[config.mk]
export PLATFORM = sky130hd
export DESIGN_NAME = tx_link_ctrl_flat
export DESIGN_NICKNAME = d
export VERILOG_FILES = /design/src/rtl/tx_link_if.sv /design/src/rtl/tx_link_ctrl.sv /design/src/flat_wrapper.sv
export SDC_FILE = /design/constraint.sdc
export NUM_CORES = 1
export LEC_CHECK = 0
export CAP_MARGIN = 20
export CELL_PAD_IN_SITES_DETAIL_PLACEMENT = 0
export CELL_PAD_IN_SITES_GLOBAL_PLACEMENT = 1
export CORE_MARGIN = 2
export CORE_UTILIZATION = 39
export CTS_CLUSTER_SIZE = 28
export DETAILED_ROUTE_END_ITERATION = 16
export GPL_ROUTABILITY_DRIVEN = 0
export PLACE_DENSITY_LB_ADDON = 0.12
export SYNTH_ARGS = -nofsm -noshare
export SYNTH_HDL_FRONTEND = slang
export SYNTH_SLANG_ARGS = --single-unit
[constraint.sdc]
create_clock -name clk -period 2.1 [get_ports clk]
set_clock_uncertainty 0.1 [all_clocks]
set_input_delay 0.42 -clock clk [delete_from_list [all_inputs] [get_ports clk]]
set_output_delay 0.42 -clock clk [all_outputs]
set_load 0.02 [all_outputs]
[src/rtl/tx_link_if.sv]
// Bundles the upstream byte stream, the encoder-facing character outputs and link status.
// The master modport is the upstream side; the slave modport is the link controller.
interface tx_link_if;
    logic        tx_valid;
    logic [7:0]  tx_data;
    logic        tx_last;
    logic        tx_ready;
    logic [7:0]  enc_data;
    logic        enc_k;
    logic        enc_enb;
    logic        link_up;
    logic        err_oversize;
    logic [15:0] frames_sent;

    modport master (
        output tx_valid, tx_data, tx_last,
        input  tx_ready, enc_data, enc_k, enc_enb, link_up, err_oversize, frames_sent
    );

    modport slave (
        input  tx_valid, tx_data, tx_last,
        output tx_ready, enc_data, enc_k, enc_enb, link_up, err_oversize, frames_sent
    );
endinterface

[src/rtl/tx_link_ctrl.sv]
// Transmit link controller: comma alignment burst, K28.5 idle fill, SOF/EOF framing,
// inter-frame gap enforcement and oversize abort, feeding an 8b/10b encoder.
module tx_link_ctrl #(
    parameter int ALIGN_COUNT = 16,
    parameter int IFG         = 2,
    parameter int MAX_LEN     = 64
) (
    input  logic       clk,
    input  logic       reset,
    input  logic       link_en,
    tx_link_if.slave   bus
);

    localparam logic [7:0] K_IDLE  = 8'hBC;
    localparam logic [7:0] K_SOF   = 8'hFB;
    localparam logic [7:0] K_EOF   = 8'hFD;
    localparam logic [7:0] K_ABORT = 8'hFE;

    typedef enum logic [2:0] {
        OFF, ALIGN, IDLE, DATA, EOF, ABORT, DROP
    } state_t;

    state_t      state_q, state_d;
    logic [7:0]  enc_data_q, enc_data_d;
    logic        enc_k_q, enc_k_d;
    logic        enc_enb_q, enc_enb_d;
    logic        link_up_q, link_up_d;
    logic        err_oversize_q, err_oversize_d;
    logic [15:0] frames_sent_q, frames_sent_d;
    logic [7:0]  align_cnt_q, align_cnt_d;
    logic [3:0]  gap_q, gap_d;
    logic [7:0]  len_q, len_d;

    logic        tx_ready;
    logic        accept;
    logic [7:0]  len_inc;

    assign tx_ready = (state_q == DATA) || (state_q == DROP);
    assign accept   = bus.tx_valid && tx_ready;
    assign len_inc  = len_q + 8'd1;

    always_comb begin
        state_d        = state_q;
        enc_data_d     = enc_data_q;
        enc_k_d        = enc_k_q;
        enc_enb_d      = enc_enb_q;
        link_up_d      = link_up_q;
        err_oversize_d = err_oversize_q;
        frames_sent_d  = frames_sent_q;
        align_cnt_d    = align_cnt_q;
        gap_d          = gap_q;
        len_d          = len_q;

        // Dropping link_en overrides the state machine and truncates any frame silently.
        if (!link_en) begin
            state_d    = OFF;
            enc_data_d = 8'h00;
            enc_k_d    = 1'b0;
            enc_enb_d  = 1'b0;
            link_up_d  = 1'b0;
        end else begin
            case (state_q)
                OFF: begin
                    enc_data_d  = 8'h00;
                    enc_k_d     = 1'b0;
                    enc_enb_d   = 1'b0;
                    link_up_d   = 1'b0;
                    align_cnt_d = 8'(ALIGN_COUNT);
                    state_d     = ALIGN;
                end
                ALIGN: begin
                    enc_data_d  = K_IDLE;
                    enc_k_d     = 1'b1;
                    enc_enb_d   = 1'b1;
                    align_cnt_d = align_cnt_q - 8'd1;
                    if (align_cnt_q == 8'd1) begin
                        link_up_d = 1'b1;
                        gap_d     = 4'd0;
                        state_d   = IDLE;
                    end
                end
                IDLE: begin
                    enc_k_d   = 1'b1;
                    enc_enb_d = 1'b1;
                    if (bus.tx_valid && gap_q == 4'd0) begin
                        enc_data_d = K_SOF;
                        len_d      = 8'd0;
                        state_d    = DATA;
                    end else begin
                        enc_data_d = K_IDLE;
                        if (gap_q != 4'd0) gap_d = gap_q - 4'd1;
                    end
                end
                DATA: begin
                    enc_enb_d = 1'b1;
                    if (accept) begin
                        enc_data_d = bus.tx_data;
                        enc_k_d    = 1'b0;
                        len_d      = len_inc;
                        if (bus.tx_last)                    state_d = EOF;
                        else if (len_inc == 8'(MAX_LEN))    state_d = ABORT;
                    end else begin
                        enc_data_d = K_IDLE;
                        enc_k_d    = 1'b1;
                    end
                end
                EOF: begin
                    enc_data_d    = K_EOF;
                    enc_k_d       = 1'b1;
                    enc_enb_d     = 1'b1;
                    frames_sent_d = frames_sent_q + 16'd1;
                    gap_d         = 4'(IFG);
                    state_d       = IDLE;
                end
                ABORT: begin
                    enc_data_d     = K_ABORT;
                    enc_k_d        = 1'b1;
                    enc_enb_d      = 1'b1;
                    err_oversize_d = 1'b1;
                    state_d        = DROP;
                end
                DROP: begin
                    enc_data_d = K_IDLE;
                    enc_k_d    = 1'b1;
                    enc_enb_d  = 1'b1;
                    if (accept && bus.tx_last) begin
                        gap_d   = 4'(IFG);
                        state_d = IDLE;
                    end
                end
                default: begin
                    state_d = OFF;
                end
            endcase
        end
    end

    always_ff @(posedge clk) begin
        if (reset) begin
            state_q        <= OFF;
            enc_data_q     <= 8'h00;
            enc_k_q        <= 1'b0;
            enc_enb_q      <= 1'b0;
            link_up_q      <= 1'b0;
            err_oversize_q <= 1'b0;
            frames_sent_q  <= 16'd0;
            align_cnt_q    <= 8'd0;
            gap_q          <= 4'd0;
            len_q          <= 8'd0;
        end else begin
            state_q        <= state_d;
            enc_data_q     <= enc_data_d;
            enc_k_q        <= enc_k_d;
            enc_enb_q      <= enc_enb_d;
            link_up_q      <= link_up_d;
            err_oversize_q <= err_oversize_d;
            frames_sent_q  <= frames_sent_d;
            align_cnt_q    <= align_cnt_d;
            gap_q          <= gap_d;
            len_q          <= len_d;
        end
    end

    assign bus.tx_ready     = tx_ready;
    assign bus.enc_data     = enc_data_q;
    assign bus.enc_k        = enc_k_q;
    assign bus.enc_enb      = enc_enb_q;
    assign bus.link_up      = link_up_q;
    assign bus.err_oversize = err_oversize_q;
    assign bus.frames_sent  = frames_sent_q;

endmodule

[src/flat_wrapper.sv]
// flat-port wrapper written by rule: the top's interface ports become plain ports
module tx_link_ctrl_flat 
#(
    parameter int ALIGN_COUNT = 16,
    parameter int IFG         = 2,
    parameter int MAX_LEN     = 64
)
  (clk, reset, link_en, bus_tx_valid, bus_tx_data, bus_tx_last, bus_tx_ready, bus_enc_data, bus_enc_k, bus_enc_enb, bus_link_up, bus_err_oversize, bus_frames_sent);
  tx_link_if bus_i ();
  input  logic clk;
  input  logic reset;
  input  logic link_en;
  input wire logic [$bits(bus_i.tx_valid)-1:0] bus_tx_valid;
  input wire logic [$bits(bus_i.tx_data)-1:0] bus_tx_data;
  input wire logic [$bits(bus_i.tx_last)-1:0] bus_tx_last;
  output wire logic [$bits(bus_i.tx_ready)-1:0] bus_tx_ready;
  output wire logic [$bits(bus_i.enc_data)-1:0] bus_enc_data;
  output wire logic [$bits(bus_i.enc_k)-1:0] bus_enc_k;
  output wire logic [$bits(bus_i.enc_enb)-1:0] bus_enc_enb;
  output wire logic [$bits(bus_i.link_up)-1:0] bus_link_up;
  output wire logic [$bits(bus_i.err_oversize)-1:0] bus_err_oversize;
  output wire logic [$bits(bus_i.frames_sent)-1:0] bus_frames_sent;
  assign bus_i.tx_valid = bus_tx_valid;
  assign bus_i.tx_data = bus_tx_data;
  assign bus_i.tx_last = bus_tx_last;
  assign bus_tx_ready = bus_i.tx_ready;
  assign bus_enc_data = bus_i.enc_data;
  assign bus_enc_k = bus_i.enc_k;
  assign bus_enc_enb = bus_i.enc_enb;
  assign bus_link_up = bus_i.link_up;
  assign bus_err_oversize = bus_i.err_oversize;
  assign bus_frames_sent = bus_i.frames_sent;
  tx_link_ctrl #(.ALIGN_COUNT(ALIGN_COUNT), .IFG(IFG), .MAX_LEN(MAX_LEN)) u_core (.clk(clk), .reset(reset), .link_en(link_en), .bus(bus_i));
endmodule
Word level (Yosys, flattened, before mapping)
Index checks and enable logic that the tools add are counted.

Register bits: 51. Bits of input ports: 13. Output and inout port bits: 29. Word-level logic and storage cells: 78.

Add/sub/neg operators: 4. Eq/ne operators: 15. Muxes and demuxes: 24. Bitwise gates (word level): 1. Reduce and logical (&&, ||, !) cells: 24.

Operators by type and width (count): 8-bit case mux with 6 select lines (1); 8-bit case mux with 2 select lines (2); 8-bit two-way mux (3); 3-bit case mux with 7 select lines (1); 3-bit two-way mux (6); 16-bit by 1-bit adder with 16-bit output (second input constant) (1); 4-bit two-way mux (4); 4-bit case mux with 4 select lines (1); 3-bit equality test (second input constant) (3); 8-bit by 1-bit adder with 8-bit output (second input constant) (1); 8-bit by 1-bit equality test with 1-bit output (second input constant) (1); 8-bit by 7-bit equality test with 1-bit output (second input constant) (1); 2-bit by 1-bit != test with 1-bit output (second input constant) (4); 2-bit AND reduction (4); 4-bit nonzero test (2); 8-bit by 1-bit subtractor with 8-bit output (second input constant) (1); 7-bit two-way mux (1); 3-bit by 2-bit equality test with 1-bit output (second input constant) (2); 6-bit AND reduction (1); 2-bit nonzero test (3); 6-bit nonzero test (1); 6-bit OR reduction (1); 5-bit AND reduction (1); 5-bit OR reduction (1); other kinds (15) (21).

Depth between registers and ports, before layout
Word-level depth: 6. Mapped depth: 8. Depth with buffers taken out: 7.

Worst setup path before layout
No wires, ideal clock.

Kind: flip-flop to flip-flop. Start: reg u_core.gap_q[0]. End: reg u_core.gap_q[1]. Setup time: 0.070 ns. Data arrival time: 1.626 ns. Required time: 1.930 ns. Slack: 0.304 ns. Cell stages (with the launch flop): 8. Buffers on the path: 0. Clock period less this slack: 1.796 ns. Cells stage by stage: dfxtp_1 -> inv_1 -> ha_1 -> nor3b_1 -> o21a_1 -> nand4bb_4 -> or3_1 -> a21oi_1.

Word-level cells in the longest chain between the ends: 4. Elaborated cells on any way between the ends: 10. Those cells by class: add/sub: 1; eq/ne: 2; mux: 3; reduce/logical: 4.

RTL lines: from (decl) (RTL line tx_link_ctrl.sv:31) `logic [3:0] gap_q, gap_d;`; from (signal assigned) (RTL line tx_link_ctrl.sv:159) `gap_q <= gap_d;`; 4-bit by 1-bit subtractor with 4-bit output / 4-bit zero test (equally long branches) (RTL line tx_link_ctrl.sv:91, tx_link_ctrl.sv:85); 4-bit two-way mux / 1-bit logical AND (equally long branches) (RTL line tx_link_ctrl.sv:91, tx_link_ctrl.sv:85); 4-bit two-way mux / 2-bit != test (equally long branches); 4-bit case mux with 4 select lines / 6-bit AND reduction (equally long branches).

Parallel ways exist; a longest one is shown, timed or not. The select of a mux whose other input is x is not followed. A chain may end at the register's enable or synchronous reset.

Final worst setup path
Start: reg u_core.gap_q[0]. End: reg u_core.len_q[7].

Word-level cells in the longest chain between the ends: 4.

RTL lines: 4-bit zero test (RTL line tx_link_ctrl.sv:85) `if (bus.tx_valid && gap_q == 4'd0) begin`; 1-bit logical AND (RTL line tx_link_ctrl.sv:85); 2-bit by 1-bit != test with 1-bit output (no source line); 4-bit AND reduction (no source line); to (signal assigned) (RTL line tx_link_ctrl.sv:160) `len_q <= len_d;`; to (decl) (RTL line tx_link_ctrl.sv:32) `logic [7:0] len_q, len_d;`.

No other way between the ends.

==> reports/metrics.cfg <==
[global_routing]
grt-busiest-layer=met2
gr-usage-met3_pct=3.89
grtUsageTotal_pct=17.7
overflow=0
grt_pass1_wl_mm=10.5
grt_pass1_vias=2239
grt_start_max_net_pins=34
met2_usage_pct=27.9
gr-usage-met1_pct=24.6
antenna_found_initial=0

[worst_setup_path]
crit_buf_inv=1
crit_chain=inv_1, ha_1, nor3b_2, o2111ai_1, or4b_1, a31oi_1
critPathCaptureType=register
cpLargestDelayFamily=simple AND/OR/NAND/NOR gates
path_class=register to register
crit_slowest_cell=or4b_1
critical_path_arrival_ns=2.13
rrSetupSlack_ns=0.10
cp_max_fo=4
required_ns=2.23
cp-start-kind=register
slowest_delay_ns=0.53

[timing]
setup_viol=0
slew-limit-headroom_pct=77.3
maxSlewViolCount=0
clock.fmax_mhz=500
grt_setup_unrepaired=false
finalHoldViolCount=0
period_minus_slack_ns=2.00
worst_pin_slew_ns=0.340
hold_slack_ns=0.351
fin_setup_tns_ns=0
fin_crit_sh_pct=95.2

[power_and_ir_drop]
swShare_pct=23.6
intPower_mw=1.38
p_leak_nw=1.14
clkPwrFrac_pct=34.3
switching_power_mw=0.426
power.share.combinational_pct=10.4
vdd.ir_drop.worst_mv=0.281
powerDensity_nw_per_um2=549
seqPwrFrac_pct=55.3

[clock_network]
cts_hold_buf=0
numCtsBuffers=5
cts_tree=done
cts_resized=2
htreeDepth=2
cts_root_buf=clkbuf_8
clk_path_buf_depth=2
clock-sinks=51
post-cts-setup-buffers=0
clk_pin_slew_ns=0.10
clk_latency_ns=0.30

[floorplanning]
fp.dieArea_sq_um=7250
die_x_um=85.1
core_area_sq_um=6350
ios=42
placementRows=29
die_h_um=85.1
initial_core_util_pct=40.4

[final_layout]
nNetsFinal=394
nFillCells=647
fin_area_sq_um=3290
n_antenna_cell=0
synthToLayoutAreaGrowth_pct=28.3
drive_above_1_share_pct=11.7

[routing]
dr.first_iter.drc_count=106
wl_mm=6.05
first_pass_iters=5
wl_per_cell_um=13.3
ant_nets=0
viasPerCell=5.17
drc=0
vias=2349

[synth]
synth_edf_count=0
syn_nets=340
ys_types=46
syn-cell-area_sq_um=2570
async_flop_share_pct=0
synth_area_per_cell_sq_um=7.97
synth_ff_type=dfxtp_1
synth_seq_cells=51
synth_seq_area_share_pct=39.8
synth_cells=322
synthTopCellsByCount=51 x dfxtp_1, 40 x nor2_1, 34 x nand2_1, 30 x a21oi_1, 19 x o21ai_0
ys_warn_count=0
synth.most_common_cell=dfxtp_1
synth_area_leader_cell=dfxtp_1
synth_top_area_share_pct=39.8
synth_area_leaders=dfxtp_1 40%, a21oi_1 5.8%, nor2_1 5.8%

[status]
status=finished clean

[job]
cap_violations=0

[placed_design]
dp_hpwl_mm=4.35
io_buffers=41
placed_cell_area_sq_um=3190

[min_path]
hp-class=register to register

-- through the flow --
stage                     setup WS (ns)  util, %  power, mW  std cells
final                             0.101     51.9       1.81        454
after global routing             0.0131     51.9       1.90        454
after CTS                        0.0297     51.8       1.84        454
after detailed placement         0.0194     50.2       1.21        446
after global placement           0.0122     50.2       1.21        446
after floorplan                   0.304        -       1.13        322
-- area by class of cell --
class,instances,area [sq um],share of cell area (%)
multi-input combinational,244,1440,43.7
sequential,51,1020,31.0
timing repair buffer,65,602,18.3
clock buffer,8,100,3.04
tap,77,96.3,2.92
inverter,9,33.8,1.03
-- layer usage --
metal	routed length, um	up-vias
li1	-	1228
met1	2970	1074
met2	2820	43
met3	202	4
met4	59	0
met5	0	-
-- power by group through the flow --
| stage | logic (mW) | registers, mW | clock network (mW) |
|---|---|---|---|
| after floorplan | 0.108 | 1.03 | 0 |
| after global placement | 0.188 | 1.02 | 0 |
| after detailed placement | 0.189 | 1.02 | 0 |
| after CTS | 0.190 | 1.00 | 0.646 |
| after global routing | 0.207 | 1.00 | 0.687 |
| final | 0.188 | 1.00 | 0.620 |
-- logic make-up after synthesis --
group,after synthesis,synth area share [%]
XOR/XNOR,16,5.46
flip-flops,51,39.8
multiplexers,4,1.56
adder cells (fa/ha/maj),5,2.44
AND/OR/NAND/NOR,150,31.0
buffers and inverters,27,4.34
AO/OA/AOI/OAI,69,15.4
-- worst register-to-register path, cell delays in order, from the launching register on --
cell       delay (ns)
dfxtp_1          0.35
inv_1            0.07
ha_1             0.20
nor3b_2          0.33
o2111ai_1        0.19
or4b_1           0.53
a31oi_1          0.16
-- registers in the layout, summed over array words and instances, names as in the netlist --
signal                   cells
u_core.len_q                 8
u_core.state_q               3
u_core.bus.frames_sent      16
u_core.bus.err_oversize      1
u_core.bus.enc_k             1
u_core.align_cnt_q           8
u_core.bus.enc_enb           1
u_core.gap_q                 4
u_core.bus.link_up           1
u_core.bus.enc_data          8
-- cell usage in the layout, fill, tap and decap left out, drive strengths merged, types with 7 or more instances in the layout --
cell | synthesis | layout
nand3 | 16 | 16
xnor2 | 9 | 9
nor2 | 40 | 40
clkdlybuf4s50 | 0 | 40
xor2 | 7 | 7
inv | 9 | 9
nor3 | 11 | 11
or3 | 7 | 7
a21oi | 30 | 30
buf | 4 | 24
dfxtp | 51 | 51
nand2 | 34 | 34
o21ai | 19 | 19
clkbuf | 14 | 8
-- final timing paths --
| kind | start | to | cells past startpoint |
|---|---|---|---|
| max | u_core.gap_q[0] | u_core.len_q[7] | 6 |
| max reg2reg | u_core.gap_q[0] | u_core.len_q[7] | 6 |
| min | u_core.bus.enc_data[4] | u_core.bus.enc_data[4] | 2 |
| min reg2reg | u_core.bus.enc_data[4] | u_core.bus.enc_data[4] | 2 |
No activity file was read; power rests on OpenSTA's default activity.
